--- src/rtl/packed_field_update_scheduler_if.sv ---
// rtl/packed_field_update_scheduler_if.sv - request/commit bundle for the packed field update scheduler
interface packed_field_update_scheduler_if #(
    parameter int FIELD_W = 1,
    parameter int DELAY_W = 4
);
    logic [2:0]           req;
    logic [3*FIELD_W-1:0] req_data;
    logic [3*DELAY_W-1:0] req_delay;
    logic [2:0]           req_ack;
    logic [3*FIELD_W-1:0] signals_q;
    logic                 commit_valid;
    logic [1:0]           commit_idx;
    logic [2:0]           pending;

    modport master (
        output req, req_data, req_delay,
        input  req_ack, signals_q, commit_valid, commit_idx, pending
    );

    modport slave (
        input  req, req_data, req_delay,
        output req_ack, signals_q, commit_valid, commit_idx, pending
    );
endinterface

--- src/rtl/packed_field_update_scheduler.sv ---
// rtl/packed_field_update_scheduler.sv - delayed per-field writes into packed {x,y,z}; optional INERTIAL_UPDATE_EN
module packed_field_update_scheduler #(
    parameter int                   FIELD_W   = 1,
    parameter int                   DELAY_W   = 4,
    parameter logic [3*FIELD_W-1:0] RESET_VAL = '0
) (
    input logic clk,
    input logic rst_n,
    packed_field_update_scheduler_if.slave bus
);
    typedef enum logic [1:0] {IDLE, WAIT, READY} slot_state_t;

    slot_state_t          state_q [3];
    slot_state_t          state_d [3];
    logic [DELAY_W-1:0]   cnt_q   [3];
    logic [DELAY_W-1:0]   cnt_d   [3];
    logic [FIELD_W-1:0]   data_q  [3];
    logic [FIELD_W-1:0]   data_d  [3];
    logic [1:0]           ptr_q, ptr_d;
    logic [2:0]           ready, grant, accept;
    logic                 found;
    logic [1:0]           gidx;
    logic [3*FIELD_W-1:0] sig_q, sig_d;
    logic                 cv_q;
    logic [1:0]           ci_q;

    always_comb begin
        ready  = '0;
        accept = '0;
        for (int i = 0; i < 3; i++) begin
            ready[i] = (state_q[i] == READY);
`ifdef INERTIAL_UPDATE_EN
            accept[i] = bus.req[i] && rst_n;
`else
            accept[i] = bus.req[i] && rst_n && (state_q[i] == IDLE);
`endif
        end
    end

    // Round-robin: first READY slot at or after the pointer wins.
    always_comb begin
        int s;
        grant = '0;
        found = 1'b0;
        gidx  = 2'd0;
        s     = 0;
        for (int k = 0; k < 3; k++) begin
            s = int'(ptr_q) + k;
            if (s >= 3) s = s - 3;
            if (!found && ready[s]) begin
                found    = 1'b1;
                grant[s] = 1'b1;
                gidx     = 2'(s);
            end
        end
        ptr_d = found ? ((gidx == 2'd2) ? 2'd0 : 2'(gidx + 2'd1)) : ptr_q;
    end

    // A new accept takes priority over grant: the old value still commits from data_q.
    always_comb begin
        for (int i = 0; i < 3; i++) begin
            state_d[i] = state_q[i];
            cnt_d[i]   = cnt_q[i];
            data_d[i]  = data_q[i];
            if (accept[i]) begin
                data_d[i]  = bus.req_data[i*FIELD_W +: FIELD_W];
                cnt_d[i]   = bus.req_delay[i*DELAY_W +: DELAY_W];
                state_d[i] = (bus.req_delay[i*DELAY_W +: DELAY_W] == '0) ? READY : WAIT;
            end else begin
                case (state_q[i])
                    WAIT: begin
                        cnt_d[i] = cnt_q[i] - 1'b1;
                        if (cnt_q[i] == 1) state_d[i] = READY;
                    end
                    READY: if (grant[i]) state_d[i] = IDLE;
                    default: ;
                endcase
            end
        end
    end

    // Slot i lands in field (2-i) of the packed register: slot 0 is x at the MSB.
    always_comb begin
        sig_d = sig_q;
        for (int i = 0; i < 3; i++)
            if (grant[i]) sig_d[(2-i)*FIELD_W +: FIELD_W] = data_q[i];
    end

    always_ff @(posedge clk or negedge rst_n) begin
        if (!rst_n) begin
            for (int i = 0; i < 3; i++) begin
                state_q[i] <= IDLE;
                cnt_q[i]   <= '0;
                data_q[i]  <= '0;
            end
            ptr_q <= 2'd0;
            sig_q <= RESET_VAL;
            cv_q  <= 1'b0;
            ci_q  <= 2'd0;
        end else begin
            for (int i = 0; i < 3; i++) begin
                state_q[i] <= state_d[i];
                cnt_q[i]   <= cnt_d[i];
                data_q[i]  <= data_d[i];
            end
            ptr_q <= ptr_d;
            sig_q <= sig_d;
            cv_q  <= found;
            ci_q  <= found ? gidx : 2'd0;
        end
    end

    always_comb begin
        bus.pending = '0;
        for (int i = 0; i < 3; i++) bus.pending[i] = (state_q[i] != IDLE);
    end

    assign bus.req_ack      = accept;
    assign bus.signals_q    = sig_q;
    assign bus.commit_valid = cv_q;
    assign bus.commit_idx   = ci_q;
endmodule

--- src/flat_wrapper.sv ---
// flat-port wrapper written by rule: the top's interface ports become plain ports
module packed_field_update_scheduler_flat 
#(
    parameter int                   FIELD_W   = 1,
    parameter int                   DELAY_W   = 4,
    parameter logic [3*FIELD_W-1:0] RESET_VAL = '0
)
  (clk, rst_n, bus_req, bus_req_data, bus_req_delay, bus_req_ack, bus_signals_q, bus_commit_valid, bus_commit_idx, bus_pending);
  packed_field_update_scheduler_if #(.FIELD_W(FIELD_W), .DELAY_W(DELAY_W)) bus_i ();
  input logic clk;
  input logic rst_n;
  input wire logic [$bits(bus_i.req)-1:0] bus_req;
  input wire logic [$bits(bus_i.req_data)-1:0] bus_req_data;
  input wire logic [$bits(bus_i.req_delay)-1:0] bus_req_delay;
  output wire logic [$bits(bus_i.req_ack)-1:0] bus_req_ack;
  output wire logic [$bits(bus_i.signals_q)-1:0] bus_signals_q;
  output wire logic [$bits(bus_i.commit_valid)-1:0] bus_commit_valid;
  output wire logic [$bits(bus_i.commit_idx)-1:0] bus_commit_idx;
  output wire logic [$bits(bus_i.pending)-1:0] bus_pending;
  assign bus_i.req = bus_req;
  assign bus_i.req_data = bus_req_data;
  assign bus_i.req_delay = bus_req_delay;
  assign bus_req_ack = bus_i.req_ack;
  assign bus_signals_q = bus_i.signals_q;
  assign bus_commit_valid = bus_i.commit_valid;
  assign bus_commit_idx = bus_i.commit_idx;
  assign bus_pending = bus_i.pending;
  packed_field_update_scheduler #(.FIELD_W(FIELD_W), .DELAY_W(DELAY_W), .RESET_VAL(RESET_VAL)) u_core (.clk(clk), .rst_n(rst_n), .bus(bus_i));
endmodule
--- config.mk ---
export PLATFORM = sky130hd
export DESIGN_NAME = packed_field_update_scheduler_flat
export DESIGN_NICKNAME = d
export VERILOG_FILES = /design/src/rtl/packed_field_update_scheduler_if.sv /design/src/rtl/packed_field_update_scheduler.sv /design/src/flat_wrapper.sv
export SDC_FILE = /design/constraint.sdc
export NUM_CORES = 1
export LEC_CHECK = 0
export CAP_MARGIN = 25
export CORE_UTILIZATION = 50
export DETAILED_ROUTE_END_ITERATION = 8
export GPL_ROUTABILITY_DRIVEN = 0
export GPL_TIMING_DRIVEN = 0
export MAX_ROUTING_LAYER = met4
export PLACE_DENSITY = 0.75
export SLEW_MARGIN = 5
export SYNTH_ARGS = -nofsm -noshare
export SYNTH_HDL_FRONTEND = slang
export SYNTH_SLANG_ARGS = --single-unit
--- constraint.sdc ---
create_clock -name clk -period 2.9 [get_ports clk]
set_clock_uncertainty 0.15 [all_clocks]
set_input_delay 0.87 -clock clk [delete_from_list [all_inputs] [get_ports clk]]
set_output_delay 0.87 -clock clk [all_outputs]
set_load 0.01 [all_outputs]
# --- Word level (Yosys, flattened, before mapping) ---
# Index checks and enable logic that the tools add are counted.
classes:
  n_eq_ne: 16
  n_addsub: 9
  n_bitwise: 2
  reduce_logical: 31
  mux: 50
  magnitude_cmp: 9
ops:
  columns: ["cell", "count"]
  rows:
  - ["$ge A32 B1 Y1 const B", 3]
  - ["$lt A32 B4 Y1 const B", 3]
  - ["$mux W32", 3]
  - ["$ge A32 B3 Y1 const B", 2]
  - ["$sub A32 B3 Y32 const B", 2]
  - ["$mux W2", 17]
  - ["$mux W4", 6]
  - ["$eq A4 B1 Y1 const B", 3]
  - ["$logic_not A4 Y1", 3]
  - ["$mux W1", 12]
  - ["$pmux W2 S2", 3]
  - ["$reduce_bool A2 Y1", 6]
  - ["$sub A4 B1 Y4 const B", 3]
  - ["$logic_and A1 B1 Y1", 11]
  - ["$mux W3", 3]
  - ["$ne A3 B2 Y1 const B", 3]
  - ["$ne A3 B3 Y1 const B", 3]
  - ["$reduce_and A3 Y1", 3]
  - ["$reduce_bool A3 Y1", 3]
  - ["$eq A2 B2 Y1 const B", 4]
  - ["$bmux W1 S2", 3]
  - ["$demux W1 S2", 3]
  - ["$eq A2 B1 Y1 const B", 3]
  - ["$logic_not A2 Y1", 3]
  - ["other kinds (7)", 9]
totals:
  regBits: 29
  in_bits: 20
  wordCells: 132

# --- Longest topological paths before layout ---
logic_depth:
  word_depth: 15
  mapped_depth: 9
  ltp_nobuf: 7

# --- Worst setup path after synthesis ---
# Ideal clock, no wire load.
synth_timing:
  path_type: "input to output"
  startpoint: "input port bus_req[2]"
  endpoint: "output port bus_req_ack[2]"
  t_arrival_ps: 1405
  path_buffers: 1
  setup_slack_ps: 475
  path_stages: 3
  t_required_ps: 1880
  path_cell_list: "nand3_1 -> inv_1 -> clkbuf_1"
synth_via:
  elab_chain_cells: 2
synth_lines:
  columns: ["item", "line", "source"]
  rows:
  - ["start, declared", "flat_wrapper.sv:12", "input wire logic [$bits(bus_i.req)-1:0] bus_req;"]
  - ["$logic_and A1 B1 Y1 (2 in series)", "packed_field_update_scheduler.sv:35", "accept[i] = bus.req[i] && rst_n && (state_q[i] == IDLE);"]
  - ["end, declared", "flat_wrapper.sv:15", "output wire logic [$bits(bus_i.req_ack)-1:0] bus_req_ack;"]
# Every way passes these cells.

# --- Final worst setup path ---
# Ends and elaborated chain as after synthesis.

==> impl_metrics.py <==
metrics = {
    "pwr": {
        "power.leakage_nw": 1.15,
        "total_power_mw": 2.92,
        "vdd_ir_drop_max_v": 0.000608,
        "powerDensity_nw_per_um2": 1160,
    },
    "routing": {
        "top_layer_used": "met4",
        "dr_wl_met3_um": 171,
        "vias": 1693,
        "wl_met2_um": 2020,
        "wl_per_cell_um": 13.2,
        "met1_length_um": 1830,
        "wl_um": 4080,
        "dr.pass1.iters": 4,
        "route.detailed.drc": 0,
        "ant_nets": 0,
        "vias_per_cell": 5.50,
        "drtIter0Drc": 53,
    },
    "critical_path": {
        "rr_worst_depth": 7,
        "cp.depth": 4,
        "crit_slowest_cell": "clkdlybuf4s50_1",
        "cpPeakStageDelay_ns": 0.50,
        "critPathBufInv": 3,
        "cp.required_ns": 1.88,
        "worstSetupPathType": "in2out",
        "cp_top_family": "buffers and inverters",
        "cp.arrival_ns": 1.83,
        "cp-start-kind": "primary input",
        "endpoint_kind": "output pin",
        "crit_chain": "clkdlybuf4s50_1 > nand3_4 > inv_2 > dlygate4sd2_1",
        "worstPathMaxFanout": 6,
    },
    "yosys": {
        "synthTopCellsByArea": "dfrtp_1 36%, ha_1 13%, nand2_1 5.3%",
        "ys_types": 47,
        "syn_inst": 219,
        "async_flop_share_pct": 100,
        "synthFlopType": "dfrtp_1",
        "syn_avg_cell_area_um2": 9.10,
        "synth.most_common_cell": "dfrtp_1",
        "synth_common_cells": "29 x dfrtp_1, 28 x nand2_1, 26 x inv_1",
        "synth_seq_cells": 29,
        "synth_nets": 260,
        "syn_area_um2": 1990,
        "yosys_warnings": 0,
        "seq_area_frac_synth_pct": 36.4,
        "synth_top_area_cell": "dfrtp_1",
        "synth_top_area_share_pct": 36.4,
        "synth_edf_count": 0,
    },
    "placement": {
        "hpwl_um": 3000,
        "post-place-ws_ns": -1.03,
        "io_buffer_count": 31,
        "placed_cells_incl_taps": 298,
    },
    "floorplan": {
        "fp.coreArea_um2": 3740,
        "dieArea_um2": 4240,
        "die_height_um": 65.1,
        "rows": 22,
        "ios": 32,
        "fp.dieW_um": 65.1,
        "initial_core_util_pct": 53.2,
    },
    "sta": {
        "relSlewSlack_pct": 75.4,
        "hold_viol": 0,
        "tightest_slew_ns": 0.365,
        "final.setup.tns_ns": 0,
        "fin_crit_ns": 2.85,
        "finalSetupViolations": 0,
        "setup_slack_ns": 0.0467,
        "period_share_pct": 98.4,
        "rsz0062_at_grt": "no",
        "fmax_mhz": 350,
        "hold_ws_ns": 0.316,
        "drv_slew": 0,
    },
    "grt": {
        "grt_max_degree": 33,
        "antenna_found_initial": 0,
        "grt_first_pass_wirelength_um": 7020,
        "grt_usage_pct": 22.3,
        "grt_overflow": 0,
        "grt_pass1_vias": 1568,
    },
    "clock_tree": {
        "hold_buffers": 0,
        "cts_root_buffer": "clkbuf_8",
        "h-tree-depth": 2,
        "clkSlewWorstSetupHoldPaths_ns": 0.07,
        "cts_made_buffers": 5,
        "clock_sinks": 29,
        "clockBufferDepth": 2,
        "cts_tree": "yes",
        "clock_latency_ns": 0.29,
    },
    "min_path": {
        "hold_class": "in2async",
    },
    "cells_and_area": {
        "multi_input_area_um2": 1140,
        "nFillCells": 304,
        "layout.nets": 300,
        "drive_above_1_share_pct": 13.1,
        "ff_latch_area_um2": 726,
        "fin_cells": 308,
        "area_growth_pct": 26.4,
        "antennaDiodeCount": 0,
    },
    "run_status": {
        "run_status": "complete, no violations",
    },
    "flow_run": {
        "max_cap_viol_count": 0,
    },
}
cell type report:
cell class                 instances  area share (%)
buffer                             5            1.79
inverter                          27            4.22
clock inverter                     1           0.199
sequential                        29            28.8
multi-input combinational        156            45.4
timing repair buffer              35            13.4
clock buffer                       7            3.83
tap                               48            2.38
path summary, 6_finish.rpt:
kind,slack [ns],from,to
setup / recovery,0.05,bus_req[2],bus_req_ack[2]
hold / removal,0.32,rst_n,u_core.cnt_q[6]
setup reg to reg,0.70,u_core.ptr_q[0],u_core.bus.signals_q[0]
hold reg to reg,0.32,u_core.data_q[0],u_core.data_q[0]
max in group asynchronous,2.03,rst_n,u_core.data_q[2]
min in group clk,0.32,u_core.data_q[0],u_core.data_q[0]
layout by cell type (no fill, tap or decap), types with 2 or more instances in the layout:
| master | n |
|---|---|
| dfrtp_1 | 29 |
| nand2_1 | 28 |
| clkdlybuf4s50_1 | 27 |
| inv_1 | 24 |
| ha_1 | 21 |
| o21ai_0 | 16 |
| a21oi_1 | 11 |
| nor2_1 | 10 |
| buf_4 | 7 |
| clkbuf_8 | 7 |
| xnor2_1 | 6 |
| nor3_1 | 5 |
| nor4_1 | 4 |
| buf_6 | 3 |
| mux2i_1 | 3 |
| o31ai_1 | 3 |
| a21o_1 | 3 |
| xor2_1 | 3 |
| dlygate4sd2_1 | 3 |
| nand3_4 | 2 |
| inv_2 | 2 |
| nand2b_1 | 2 |
| nand3b_1 | 2 |
| a22oi_1 | 2 |
| o22ai_1 | 2 |
| nor2b_1 | 2 |
| o211a_1 | 2 |
| nor4b_1 | 2 |
| o21ai_1 | 2 |
| a211oi_1 | 2 |
| a21oi_2 | 2 |
| mux2_2 | 2 |
worst reg2reg max path, cell delays in order (launching register included):
cell and delay (ns):
dfrtp_1 0.37, inv_1 0.09, ha_1 0.35, buf_4 0.19, o21ai_1 0.21, a21oi_1 0.12
o21ai_0 0.23, mux2_2 0.36
through the flow:
step	instance area [um^2]	util (%)
floorplan	1990	-
global placement	2360	63.1
detailed placement	2360	63.0
CTS	2510	67.1
global route	2520	67.3
finish	2520	67.3
registers in the layout (all words and copies together) (netlist names):
| signal | flops |
|---|---|
| u_core.data_q | 3 |
| u_core.cnt_q | 12 |
| u_core.ptr_q | 2 |
| u_core.bus.signals_q | 3 |
| u_core.bus.commit_valid | 1 |
| u_core.bus.commit_idx | 2 |
| u_core.state_q | 6 |
layer usage:
| metal | track usage [%] | vias up |
|---|---|---|
| met2 | 36.3 | 36 |
| met3 | 5.21 | 6 |
| li1 | - | 827 |
| met5 | - | - |
| met1 | 27.5 | 824 |
| met4 | 7.34 | 0 |
kinds of logic after synthesis:
group | count (synthesis) | synth area share (%)
flops | 29 | 36.4
mux | 6 | 3.39
xor+xnor | 9 | 3.96
buf+inv | 34 | 7.73
compound gates | 55 | 18.8
simple gates | 65 | 16.5
fa+ha+maj | 21 | 13.2
where the power goes:
group          leakage (nW)  internal [mW]  switching (mW)
combinational         0.749          0.850           0.951
sequential            0.348          0.606           0.144
clock                0.0542          0.214           0.156
timing repair:
item | in CTS | in global routing
hold endpoints to repair | 0 | 0
setup buffers | 4 | 0
endpoints found under the setup margin | 3 | 1
pin swaps | 1 | 0
gates resized for setup | 13 | 1
Power figures use the tool's default switching activity.
